### src/rtl/prbs_checker_8bit.sv
// prbs_checker_8bit: serial PRBS checker for the 8-bit Fibonacci LFSR stream
// (b[n] = b[n-8] ^ b[n-7]). It seeds from the line, hunts for a clean run,
// then flywheels in lock while counting mismatches and watching a loss window.
module prbs_checker_8bit #(
   parameter int unsigned LOCK_COUNT  = 16,
   parameter int unsigned LOSS_THRESH = 4,
   parameter int unsigned LOSS_WINDOW = 32
) (
   input  logic        clk,
   input  logic        rst_n,
   input  logic        bit_valid,
   input  logic        bit_in,
   input  logic        clear_count,
   output logic        locked,
   output logic        error_pulse,
   output logic [15:0] error_count
);

   localparam int unsigned RUN_W = $clog2(LOCK_COUNT + 1);
   localparam int unsigned WIN_W = (LOSS_WINDOW > 1) ? $clog2(LOSS_WINDOW) : 1;
   localparam int unsigned MIS_W = $clog2(LOSS_THRESH + 1);

   typedef enum logic [1:0] {ST_SEED, ST_HUNT, ST_LOCKED} state_t;

   state_t            state_q, state_d;
   logic [7:0]        hist_q, hist_d;
   logic [2:0]        seed_q, seed_d;
   logic [RUN_W-1:0]  run_q, run_d;
   logic [WIN_W-1:0]  win_q, win_d;
   logic [MIS_W-1:0]  mis_q, mis_d;
   logic              locked_d, pulse_d;
   logic [15:0]       count_d;

   logic exp_bit_c, hunt_match_c, lock_mis_c, lock_hit_c, loss_c;

   // Expected bit and the per-state match/decision terms
   always_comb begin
      exp_bit_c    = hist_q[7] ^ hist_q[6];
      hunt_match_c = (bit_in == exp_bit_c) && (hist_q != 8'h00);
      lock_mis_c   = (bit_in != exp_bit_c);
      lock_hit_c   = (state_q == ST_HUNT) && bit_valid && hunt_match_c &&
                     (run_q == RUN_W'(LOCK_COUNT - 1));
      loss_c       = (state_q == ST_LOCKED) && bit_valid && lock_mis_c &&
                     (mis_q == MIS_W'(LOSS_THRESH - 1));
   end

   // State register
   always_ff @(posedge clk) begin
      if (!rst_n) state_q <= ST_SEED;
      else        state_q <= state_d;
   end

   // Next-state logic; only valid bits can move the FSM
   always_comb begin
      state_d = state_q;
      if (bit_valid) begin
         case (state_q)
            ST_SEED:   if (seed_q == 3'd7) state_d = ST_HUNT;
            ST_HUNT:   if (lock_hit_c)     state_d = ST_LOCKED;
            ST_LOCKED: if (loss_c)         state_d = ST_SEED;
            default:                       state_d = ST_SEED;
         endcase
      end
   end

   // Datapath and output next values
   always_comb begin
      hist_d   = hist_q;
      seed_d   = seed_q;
      run_d    = run_q;
      win_d    = win_q;
      mis_d    = mis_q;
      pulse_d  = 1'b0;
      count_d  = error_count;
      locked_d = (state_d == ST_LOCKED);
      if (bit_valid) begin
         case (state_q)
            ST_SEED: begin
               hist_d = {hist_q[6:0], bit_in};
               seed_d = seed_q + 3'd1;
               run_d  = '0;
            end
            ST_HUNT: begin
               hist_d = {hist_q[6:0], bit_in};
               run_d  = hunt_match_c ? run_q + RUN_W'(1) : '0;
               if (lock_hit_c) begin
                  run_d = '0;
                  win_d = '0;
                  mis_d = '0;
               end
            end
            ST_LOCKED: begin
               // flywheel: the line bit never enters the history while locked
               hist_d = {hist_q[6:0], exp_bit_c};
               if (lock_mis_c) begin
                  pulse_d = 1'b1;
                  if (error_count != 16'hFFFF) count_d = error_count + 16'd1;
               end
               if (loss_c) begin
                  win_d  = '0;
                  mis_d  = '0;
                  seed_d = '0;
               end else if (win_q == WIN_W'(LOSS_WINDOW - 1)) begin
                  win_d = '0;
                  mis_d = '0;
               end else begin
                  win_d = win_q + WIN_W'(1);
                  mis_d = mis_q + MIS_W'(lock_mis_c);
               end
            end
            default: ;
         endcase
      end
      if (clear_count) count_d = '0;
   end

   // Datapath and output registers
   always_ff @(posedge clk) begin
      if (!rst_n) begin
         hist_q      <= '0;
         seed_q      <= '0;
         run_q       <= '0;
         win_q       <= '0;
         mis_q       <= '0;
         locked      <= 1'b0;
         error_pulse <= 1'b0;
         error_count <= '0;
      end else begin
         hist_q      <= hist_d;
         seed_q      <= seed_d;
         run_q       <= run_d;
         win_q       <= win_d;
         mis_q       <= mis_d;
         locked      <= locked_d;
         error_pulse <= pulse_d;
         error_count <= count_d;
      end
   end

endmodule

### config.mk
export PLATFORM = sky130hd
export DESIGN_NAME = prbs_checker_8bit
export DESIGN_NICKNAME = d
export VERILOG_FILES = /design/src/rtl/prbs_checker_8bit.sv
export SDC_FILE = /design/constraint.sdc
export NUM_CORES = 1
export LEC_CHECK = 0
export CAP_MARGIN = 10
export CELL_PAD_IN_SITES_DETAIL_PLACEMENT = 0
export CELL_PAD_IN_SITES_GLOBAL_PLACEMENT = 1
export CORE_ASPECT_RATIO = 1.25
export CORE_MARGIN = 4
export CORE_UTILIZATION = 25
export CTS_BUF_LIST = sky130_fd_sc_hd__clkbuf_16
export CTS_CLUSTER_DIAMETER = 50
export DETAILED_ROUTE_END_ITERATION = 7
export GPL_TIMING_DRIVEN = 0
export PLACE_DENSITY_LB_ADDON = 0.1
export SETUP_SLACK_MARGIN = 0.3
export SLEW_MARGIN = 20
export SYNTH_ARGS = -nofsm -noshare
export SYNTH_HDL_FRONTEND = slang
export SYNTH_SLANG_ARGS = --single-unit
export TNS_END_PERCENT = 50
### constraint.sdc
create_clock -name clk -period 2.2 [get_ports clk]
set_input_delay 0.22 -clock clk [delete_from_list [all_inputs] [get_ports clk]]
set_output_delay 0.22 -clock clk [all_outputs]
set_load 0.01 [all_outputs]
Yosys cells after proc, flatten, opt, wreduce, memory -nomap -nowiden
Cells that the tools add are included.
{ "word_totals": {"register_bits": 44, "word_cells": 69, "inputBits": 5} }
{ "classes": {"n_reduce_logical": 21, "n_mux": 20, "n_addsub": 5, "bitwise": 2, "n_eq_ne": 12} }
{ "op_table": {"columns": ["cell", "count"], "rows": [
  ["5-bit two-way mux", 5],
  ["5-bit one-hot mux with 2 select lines", 2],
  ["16-bit by 1-bit adder with 16-bit output, second input constant", 1],
  ["16-bit inequality test, second input constant", 1],
  ["8-bit one-hot mux with 2 select lines", 1],
  ["3-bit two-way mux", 4],
  ["3-bit one-hot mux with 2 select lines", 2],
  ["5-bit by 1-bit adder with 5-bit output, second input constant", 2],
  ["3-bit AND reduction", 3],
  ["2-bit two-way mux", 4],
  ["2-bit nonzero test", 4],
  ["8-bit nonzero test", 1],
  ["1-bit logical AND", 7],
  ["2-bit one-hot mux with 3 select lines", 1],
  ["5-bit by 4-bit equality test with 1-bit output, second input constant", 1],
  ["5-bit equality test, second input constant", 1],
  ["2-bit equality test, second input constant", 2],
  ["2-bit inequality test, second input constant", 2],
  ["2-bit AND reduction", 2],
  ["4-bit AND reduction", 1],
  ["2-bit OR reduction", 2],
  ["3-bit by 1-bit adder with 3-bit output", 1],
  ["3-bit by 1-bit adder with 3-bit output, second input constant", 1],
  ["3-bit by 2-bit equality test with 1-bit output, second input constant", 1],
  ["8 further kinds", 8]
]} }

Logic depth before layout (Yosys ltp)
Gate-level depths: netlist (run 1).
{ "logic_depth": {"word_depth": 9, "mapped_depth": 8, "mapped_depth_nobuf": 7} }

Worst setup path after synthesis (run 1)
No wires, ideal clock.
{ "synth_path": {"path_kind": "flip-flop to flip-flop", "from": "register hist_q[6]", "to": "register mis_q[2]", "setup_slack_ns": 0.194, "required_ns": 2.080, "path_stages_with_launch": 7, "path_buffers": 0, "arrival_ns": 1.886, "path_cell_list": "dfxtp_1 inv_1 ha_1 xor2_4 a2111oi_4 a211oi_2 o31a_1"} }
{ "synth_via": {"elab_cells_between_ends": 15} }
{ "synth_lines": {"columns": ["item", "line", "rtl"], "rows": [
  ["start: declaration", "26", "logic [7:0] hist_q, hist_d;"],
  ["start signal: assignment", "129", "hist_q <= hist_d;"],
  ["1-bit XOR *", "38", "exp_bit_c = hist_q[7] ^ hist_q[6];"],
  ["1-bit inequality test *", "40", "lock_mis_c = (bit_in != exp_bit_c);"],
  ["named net lock_mis_c", "34", "logic exp_bit_c, hunt_match_c, lock_mis_c, lock_hit_c, loss_c;"],
  ["3-bit by 1-bit adder with 3-bit output or 1-bit logical AND (tied branches)", "108, 43", null],
  ["3-bit two-way mux or 1-bit logical AND (tied branches)", "103, 43", null],
  ["3-bit two-way mux *", "99", "if (loss_c) begin"],
  ["3-bit one-hot mux with 2 select lines *", "77", "case (state_q)"],
  ["end signal: assignment", "133", "mis_q <= mis_d;"],
  ["end: declaration", "30", "logic [MIS_W-1:0] mis_q, mis_d;"]
]} }
The timed path passes the listed nets; every way through them passes the cells marked *.
A chain may end at the register's enable or synchronous reset.

Worst setup path after layout (run 1)
{ "layout_path": {"from": "register hist_q[6]", "to": "register error_count[8]"} }
{ "layout_via": {"elab_chain_len": 3} }
{ "layout_lines": {"columns": ["item", "line", "rtl"], "rows": [
  ["1-bit XOR", "38", null],
  ["1-bit inequality test", "40", null],
  ["named net lock_mis_c", "34", null],
  ["4-bit AND reduction (no line)", null, null],
  ["end signal: assignment", "136", "error_count <= count_d;"],
  ["end: declaration", "16", "output logic [15:0] error_count"]
]} }
The timed path passes the listed nets, and every way through them passes these cells.

==> flow_summary.yaml, run 1 <==
setup_path:
  worstPathRequired_ns: 2.42
  crit_path_end_kind: "flop"
  cp_max_fo: 10
  critical_path_class: "flop to flop"
  path_buf_inv: 2
  cp_top_family: "simple AND/OR/NAND/NOR gates"
  critPathMaxStageDelay_ns: 0.51
  arrival_ns: 2.13
  path_cells: "inv_2 -> ha_4 -> xor2_4 -> nand2_4 -> buf_8 -> or4_4 -> a21oi_2"
  reg2reg_slack_ns: 0.28
  cp-start-kind: "flop"
  cpMaxStageDelayCell: "or4_4"
clock_tree:
  hold_buffers: 0
  cts_sinks: 44
  clkTransAtPathRegs_ns: 0.06
  cts_buffers: 5
  cts_tree: "built"
  clock_latency_ns: 0.29
  clk_path_buf_depth: 2
  htreeDepth: 2
  root_buffer: "clkbuf_16"
min_path:
  hp-class: "input port to flop"
final_layout:
  final_area_sq_mm: 0.00299
  antennaDiodeCount: 0
  area_delta_synth_final_pct: 34.4
  drive_gt1_share_pct: 19.2
  nets: 311
  nFillCells: 933
synth:
  synth.largest_area_cell: "dfxtp_1"
  syn-num-nets: 271
  synthTopCellsByCount: "44 x dfxtp_1, 33 x nand2_1, 27 x a21oi_1"
  syn_avg_cell_area_sq_um: 8.69
  yosysMostFrequentCell: "dfxtp_1"
  syn-cell-area_sq_mm: 0.00222
  netlist_instances: 256
  synthArstFlopShare_pct: 0
  ys_types: 49
  synth_top_area_share_pct: 39.6
  synth-seq-area-share_pct: 39.6
  yosysWarnings: 0
  ys_ff_latch: 44
  synth_edf_count: 0
  post_synth_main_area_contributors: "dfxtp_1 40%, a21oi_1 6.1%, ha_1 5.6%"
  synthFlopType: "dfxtp_1"
power:
  swShare_pct: 21.1
  p_comb_share_pct: 4.5
  switchingPower_uw: 363
  p_int_uw: 1360
  ir_drop_mv: 0.427
  finalPower_uw: 1720
  powerDensity_mw_per_mm2: 577
  p_seq_share_pct: 46.8
  clockPowerShare_pct: 48.7
  leakagePower_uw: 0.00103
die:
  start_util_pct: 25.6
  core-area_sq_mm: 0.00870
  ios: 23
  rows: 38
  die_area_sq_mm: 0.0105
  fp.dieW_microns: 92.4
  die_h_microns: 113
placed_design:
  place.gp.congestion: 0.726
  place_worst_setup_slack_ns: -0.122
  hpwl_mm: 4.22
  port_buffers: 21
  postPlaceCellArea_sq_mm: 0.00260
detailed_routing:
  viasPerCell: 4.88
  num_vias: 2035
  postRouteAntennaNets: 0
  dr.pass1.iters: 4
  dr.first_iter.drc_count: 68
  routed_wirelength_mm: 6.25
  drc: 0
  wl_per_cell_microns: 15.0
global_routing:
  grt_max_degree: 14
  grt_pass1_vias: 2123
  antenna_found_initial: 0
  overflow: 0
  grt_pass1_wl_mm: 10.9
  gr-usage-all-layers_pct: 12.9
timing:
  worst_pin_slew_ns: 0.661
  clock.fmax_mhz: 522
  setup_viol: 0
  slew_headroom_pct: 56.0
  slew_violations: 0
  period_minus_slack_ns: 1.92
  finalClockSkew_ns: 0.00773
  whs_ns: 0.234
  finalSetupTns_ns: 0
  layout_setup_ws_ns: 0.283
  hold_viol: 0
  rsz0062_at_grt: "yes"
  min_period_over_period_pct: 87.1
run:
  cap_violations: 0
run_status:
  status: "complete, no violations"
==> worst paths after layout <==
check                  from             end  cells after the start
hold / removal    bit_valid       hist_q[0]                      2
setup reg to reg  hist_q[6]  error_count[8]                      7
hold reg to reg    run_q[4]        run_q[4]                      2
setup / recovery  hist_q[6]  error_count[8]                      7
==> logic make-up after synthesis <==
logic type / count (synthesis) / synth area share, %
AO/OA/AOI/OAI: 67 / 20.8
XOR/XNOR: 2 / 1.63
adder cells (fa/ha/maj): 10 / 5.63
buffers and inverters: 23 / 4.45
flip-flops: 44 / 39.6
multiplexers: 5 / 2.31
AND/OR/NAND/NOR: 105 / 25.6
==> registers in the layout, summed over array words and instances (netlist names) <==
register,flops
error_pulse,1
state_q,2
win_q,5
locked,1
mis_q,3
error_count,16
hist_q,8
run_q,5
seed_q,3
==> through the flow <==
stage,cells,util [%]
2_1_floorplan,256,-
3_3_place_gp,397,29.8
3_5_place_dp,397,29.8
4_1_cts,412,33.0
5_1_grt,417,34.3
6_report,417,34.3
==> power groups by stage <==
stage | registers (uW) | clock network (uW) | logic, uW
after floorplan | 823 | 0 | 41.6
after global placement | 824 | 0 | 69.3
after detailed placement | 824 | 0 | 68.4
final | 807 | 839 | 77.3
after CTS | 806 | 876 | 76.7
after global routing | 807 | 903 | 87.6
==> cells in the final DEF (no fill, tap or decap), types with 3 or more instances in the layout <==
cell	count
dfxtp_2	3
inv_1	11
or2_2	3
nor2_1	6
o31ai_1	3
a211oi_1	5
nand2_1	33
nand3_1	10
dfxtp_1	41
mux2i_1	4
o31ai_2	3
or4_1	6
nand3b_1	3
clkdlybuf4s50_1	21
nor3_1	7
a21oi_1	25
buf_4	9
buf_2	3
buf_6	3
o21ai_0	5
a22o_1	4
nor4_1	3
and3_1	6
clkbuf_16	5
nor2b_1	3
ha_1	8
nand4_1	7
==> final cells by class <==
cell class	instances	area [sq um]	area share [%]
clock inverter	3	37.5	1.26
tap	120	150	5.03
inverter	13	48.8	1.63
buffer	10	68.8	2.30
sequential	44	885	29.6
multi-input combinational	189	1360	45.6
timing repair buffer	33	312	10.4
clock buffer	5	125	4.19
==> layer usage <==
| layer | vias to the layer above | routed length (microns) | track usage, % |
|---|---|---|---|
| met5 | - | 0 | 0 |
| met2 | 36 | 2930 | 20.7 |
| met4 | 0 | 96 | 4.16 |
| li1 | 1023 | - | - |
| met3 | 9 | 176 | 2.70 |
| met1 | 967 | 3040 | 17.3 |
==> repair_timing <==
action / CTS / global route
resized for setup: 12 / 25
pin swaps: 7 / 6
buffers inserted: 7 / 5
setup endpoints to repair: 34 / 38
==> worst register-to-register path: stages (launching register included) <==
cell,delay [ns]
dfxtp_2,0.35
inv_2,0.04
ha_4,0.29
xor2_4,0.28
nand2_4,0.10
buf_8,0.16
or4_4,0.51
a21oi_2,0.12
Note: power is estimated with default switching activity, not from simulation.
==> run 2: changes to the inputs <==
--- a/config.mk
+++ b/config.mk
@@ -8,7 +8,6 @@
 export CAP_MARGIN = 10
 export CELL_PAD_IN_SITES_DETAIL_PLACEMENT = 0
 export CELL_PAD_IN_SITES_GLOBAL_PLACEMENT = 1
-export CORE_ASPECT_RATIO = 1.25
 export CORE_MARGIN = 4
 export CORE_UTILIZATION = 25
 export CTS_BUF_LIST = sky130_fd_sc_hd__clkbuf_16
==> run 2 against run 1 <==
Register-to-register slack about the same. Worst hold slack improved by 0.0053 ns. Sequential share of layout area about the same. Die area about the same. Sequential cell count unchanged. Critical path type unchanged. Critical endpoint is now mis_q[2].
==> flow_summary.yaml, run 2 (synthesis results as in run 1) <==
clock_tree:
  cts_sinks: 44
  htreeDepth: 2
  cts_buffers: 5
  clkTransAtPathRegs_ns: 0.07
  clock_latency_ns: 0.28
  cts_tree: "built"
  root_buffer: "clkbuf_16"
  clk_path_buf_depth: 2
final_layout:
  nets: 311
  layout_common_cells: "40 x dfxtp_1, 33 x nand2_1, 25 x a21oi_1"
  area_delta_synth_final_pct: 34.5
  nFillCells: 955
  antennaDiodeCount: 0
  largest_register_ffs: 16
  regMostFlops: "error_count"
  layout_commonest_cell: "dfxtp_1"
  fin_cells: 405
  final_util_pct: 34.5
  final_area_sq_mm: 0.00299
  drive_gt1_share_pct: 19.2
  reg.largest.list: "error_count x16, hist_q x8"
die:
  die_area_sq_mm: 0.0105
  ios: 23
  die_h_microns: 102
  start_util_pct: 25.6
  core-area_sq_mm: 0.00868
  rows: 34
  fp.dieW_microns: 102
timing:
  layout_setup_ws_ns: 0.284
  finalClockSkew_ns: 0.00803
  slew_headroom_pct: 59.4
  slew_violations: 0
  min_period_over_period_pct: 87.1
  hold_viol: 0
  period_minus_slack_ns: 1.92
  setup_viol: 0
  rsz0062_at_grt: "yes"
  worst_pin_slew_ns: 0.608
  clock.fmax_mhz: 522
power:
  clockPowerShare_pct: 48.9
  powerDensity_mw_per_mm2: 574
  switchingPower_uw: 361
  swShare_pct: 21.0
  ir_drop_mv: 0.383
  leakagePower_uw: 0.00105
  p_seq_share_pct: 46.9
  p_int_uw: 1360
  p_comb_share_pct: 4.2
placed_design:
  port_buffers: 21
  postPlaceCellArea_sq_mm: 0.00258
  place.gp.congestion: 0.745
  hpwl_mm: 4.12
  place_inst: 385
  place_worst_setup_slack_ns: -0.150
setup_path:
  worstPathRequired_ns: 2.37
  cp_max_fo: 7
  reg2reg_slack_ns: 0.28
  cp-start-kind: "flop"
  crit_path_end_kind: "flop"
  ff2ff_path_depth: 7
  reg2reg_to: "mis_q[2]"
  critical_path_class: "flop to flop"
  critPathLaunch: "hist_q[6]"
  arrival_ns: 2.08
  critPathCapture: "mis_q[2]"
  reg2reg_from: "hist_q[6]"
run:
  cap_violations: 0
detailed_routing:
  viasPerCell: 5.01
  top_layer: "met4"
  dr_wl_met3_microns: 197
  dr.pass1.iters: 4
  routed_wirelength_mm: 6.05
  drc: 0
  wl_per_cell_microns: 14.9
  met2WireLength_mm: 2.63
  num_vias: 2031
  dr.first_iter.drc_count: 63
  postRouteAntennaNets: 0
  wl_met1_mm: 3.18
min_path:
  hp-class: "input port to flop"
global_routing:
  grt_max_degree: 14
  antenna_found_initial: 0
  gr-usage-all-layers_pct: 12.3
  grt_pass1_wl_mm: 10.2
  grt_pass1_vias: 1936
  overflow: 0
run_status:
  status: "complete, no violations"
==> run 2: cell type report <==
class	instances	area, sq um	share of cell area [%]
multi-input cells	189	1350	45.2
flip-flops and latches	44	886	29.6
repair buffers	33	329	11.0
well taps	108	135	4.52
clock buffers	5	125	4.18
plain buffers	10	76.3	2.55
inverters	13	48.8	1.63
clock inverters	3	38.8	1.30
==> run 2: per-stage QoR <==
stage / hold WS [ns] / setup TNS (ns) / power (uW)
3_3_place_gp: 0.444 / -2.25 / 892
2_1_floorplan: 0.338 / 0 / 865
5_1_grt: 0.241 / 0 / 1800
4_1_cts: 0.231 / 0 / 1750
3_5_place_dp: 0.449 / -1.80 / 891
6_report: 0.240 / 0 / 1720
==> run 2: worst max-delay path: stages (launching register included) <==
cell	delay, ns
dfxtp_2	0.35
inv_2	0.05
ha_4	0.25
xor2_4	0.17
buf_4	0.16
a2111oi_4	0.34
a211oi_4	0.17
o31a_1	0.31
==> run 2: worst min-delay path by stage <==
stage,from,end,slack (ns),depth (start not counted)
detailed placement,run_q[4],run_q[4],0.45,2
global route,bit_valid,hist_q[0],0.24,2
floorplan,rst_n,win_q[4],0.34,1
finish,bit_valid,hist_q[0],0.24,2
global placement,run_q[4],run_q[4],0.44,2
CTS,bit_valid,hist_q[0],0.23,2
==> run 2: timing repair <==
action | 4_1_cts | 5_1_grt
hold buffers | 0 | 0
pin swaps | 7 | 7
endpoints found under the hold margin | 0 | 0
gates cloned | 1 | 0
setup buffers | 10 | 1
resized for setup | 12 | 25
endpoints found under the setup margin | 27 | 38
==> run 2: power by group through the flow <==
stage / Combinational (uW) / Clock [uW] / Sequential, uW
2_1_floorplan: 41.6 / 0 / 823
3_3_place_gp: 67.6 / 0 / 824
3_5_place_dp: 67.3 / 0 / 824
4_1_cts: 73.2 / 873 / 806
5_1_grt: 81.5 / 908 / 806
6_report: 72.6 / 839 / 806
==> run 2: routing by layer <==
layer	vias up	track usage, %
li1	1031	-
met3	4	2.46
met4	0	3.03
met1	961	18.6
met2	35	17.8
met5	-	0
==> run 3: changes to the inputs <==
--- a/config.mk
+++ b/config.mk
@@ -8,7 +8,7 @@
 export CAP_MARGIN = 10
 export CELL_PAD_IN_SITES_DETAIL_PLACEMENT = 0
 export CELL_PAD_IN_SITES_GLOBAL_PLACEMENT = 1
-export CORE_MARGIN = 4
+export CORE_MARGIN = 2
 export CORE_UTILIZATION = 25
 export CTS_BUF_LIST = sky130_fd_sc_hd__clkbuf_16
 export CTS_CLUSTER_DIAMETER = 50
==> constraint.sdc (replaced) <==
create_clock -name clk -period 2.4 [get_ports clk]
set_input_delay 0.24 -clock clk [delete_from_list [all_inputs] [get_ports clk]]
set_output_delay 0.24 -clock clk [all_outputs]
set_load 0.01 [all_outputs]
==> run 3 against run 2 <==
Clock skew is 0.00079 ns higher. Register-to-register slack gained 0.13 ns. First-iteration DRC count grew 70%. Cell area down 4.4%. Clock power up 4.5%. Via count down 2.1%. Clock-buffer cell count did not move.
==> flow_summary.yaml, run 3 (synthesis results as in run 1) <==
die:
  fp.dieW_microns: 98.3
  ios: 23
  die_h_microns: 98.3
  core-area_sq_mm: 0.00868
  start_util_pct: 25.6
  rows: 34
  die_area_sq_mm: 0.00966
timing:
  layout_setup_ws_ns: 0.411
  period_minus_slack_ns: 1.99
  hold_viol: 0
  min_period_over_period_pct: 82.9
  slew_violations: 0
  rsz0062_at_grt: "no"
  worst_pin_slew_ns: 0.628
  slew_headroom_pct: 58.2
  setup_viol: 0
  clock.fmax_mhz: 503
  finalClockSkew_ns: 0.00882
global_routing:
  gr-usage-all-layers_pct: 13.0
  grt_max_degree: 14
  antenna_found_initial: 0
  grt_pass1_vias: 1953
  grt_pass1_wl_mm: 10.2
  overflow: 0
placed_design:
  hpwl_mm: 4.12
  place_inst: 385
  port_buffers: 21
  place_worst_setup_slack_ns: -0.00830
  place.gp.congestion: 0.735
setup_path:
  cp_max_fo: 10
  cp-start-kind: "flop"
  reg2reg_to: "error_count[4]"
  ff2ff_path_depth: 8
  reg2reg_slack_ns: 0.41
  critical_path_class: "flop to flop"
  worstPathRequired_ns: 2.55
  arrival_ns: 2.14
  reg2reg_from: "hist_q[6]"
  critPathLaunch: "hist_q[6]"
  crit_path_end_kind: "flop"
detailed_routing:
  wl_per_cell_microns: 15.2
  viasPerCell: 5.02
  dr.first_iter.drc_count: 107
  num_vias: 1988
  routed_wirelength_mm: 6.03
  postRouteAntennaNets: 0
  drc: 0
  dr.pass1.iters: 4
power:
  swShare_pct: 19.8
  clockPowerShare_pct: 52.3
  p_int_uw: 1350
  ir_drop_mv: 0.364
  p_comb_share_pct: 3.7
  powerDensity_mw_per_mm2: 587
  p_seq_share_pct: 44.0
  leakagePower_uw: 0.000997
  switchingPower_uw: 332
run:
  cap_violations: 0
final_layout:
  reg.largest.list: "error_count x16, hist_q x8"
  drive_gt1_share_pct: 12.2
  layout_commonest_cell: "dfxtp_1"
  nets: 303
  area_delta_synth_final_pct: 28.6
  fin_cells: 396
  regMostFlops: "error_count"
  final_util_pct: 32.9
  antennaDiodeCount: 0
  largest_register_ffs: 16
  layout_common_cells: "44 x dfxtp_1, 33 x nand2_1, 27 x a21oi_1"
min_path:
  holdPathEnd: "hist_q[0]"
  holdPathStages: 2
  worstHoldStart: "bit_valid"
  hp-class: "input port to flop"
clock_tree:
  htreeDepth: 2
  cts_tree: "built"
  cts_buffers: 5
  clock_latency_ns: 0.28
  clkTransAtPathRegs_ns: 0.07
  cts_sinks: 44
  root_buffer: "clkbuf_16"
  clk_path_buf_depth: 2
run_status:
  status: "complete, no violations"
==> run 3: power groups by stage <==
stage          Sequential, uW  Clock (uW)  Combinational [uW]
2_1_floorplan             754           0                38.1
3_3_place_gp              755           0                62.8
3_5_place_dp              756           0                62.3
4_1_cts                   739         904                64.5
5_1_grt                   739         933                70.6
6_report                  739         877                62.1
==> run 3: per-stage QoR <==
stage / cell area [sq um] / hold WS [ns] / power [uW] / TNS (ns)
CTS: 2790 / 0.245 / 1710 / 0
global placement: 2570 / 0.441 / 818 / -0.0743
global route: 2860 / 0.280 / 1740 / 0
floorplan: 2220 / 0.358 / 793 / 0
detailed placement: 2570 / 0.448 / 818 / -0.0109
finish: 2860 / 0.254 / 1680 / 0
==> run 3: worst max-delay path, stage by stage (launching register included) <==
cell and delay [ns]:
dfxtp_1 0.35, inv_1 0.08, ha_4 0.29, xor2_4 0.29
nand2_4 0.10, buf_6 0.16, clkbuf_4 0.21, o31ai_2 0.26
a21oi_1 0.10
==> run 3: worst max-delay path by stage <==
stage	depth (start not counted)	slack, ns	end
floorplan	6	0.39	mis_q[2]
global placement	5	-0.03	win_q[2]
detailed placement	5	-0.008	mis_q[2]
CTS	8	0.21	error_count[12]
global route	8	0.29	error_count[8]
finish	8	0.41	error_count[4]
==> run 3: final cells by class <==
type / instances / area [sq um]
Buffer: 10 / 57.6
Clock buffer: 5 / 125
Clock inverter: 2 / 60.1
Fill cell: 935 / 5820
Inverter: 13 / 48.8
Multi-Input combinational cell: 189 / 1310
Sequential cell: 44 / 881
Tap cell: 108 / 135
Timing Repair Buffer: 25 / 240
==> run 3: per-layer routing <==
layer / global-route usage [%] / vias up / share of wire (%)
li1: - / 1014 / -
met1: 19.0 / 935 / 51
met2: 20.1 / 35 / 45
met3: 2.36 / 4 / 3.6
met4: 2.85 / 0 / 0.71
met5: 0 / - / 0
==> run 3: what timing repair did <==
action	CTS	global route
hold buffers	0	0
gates cloned	0	0
pin swaps	2	1
setup buffers	2	2
resized for setup	2	15
endpoints found under the setup margin	19	28
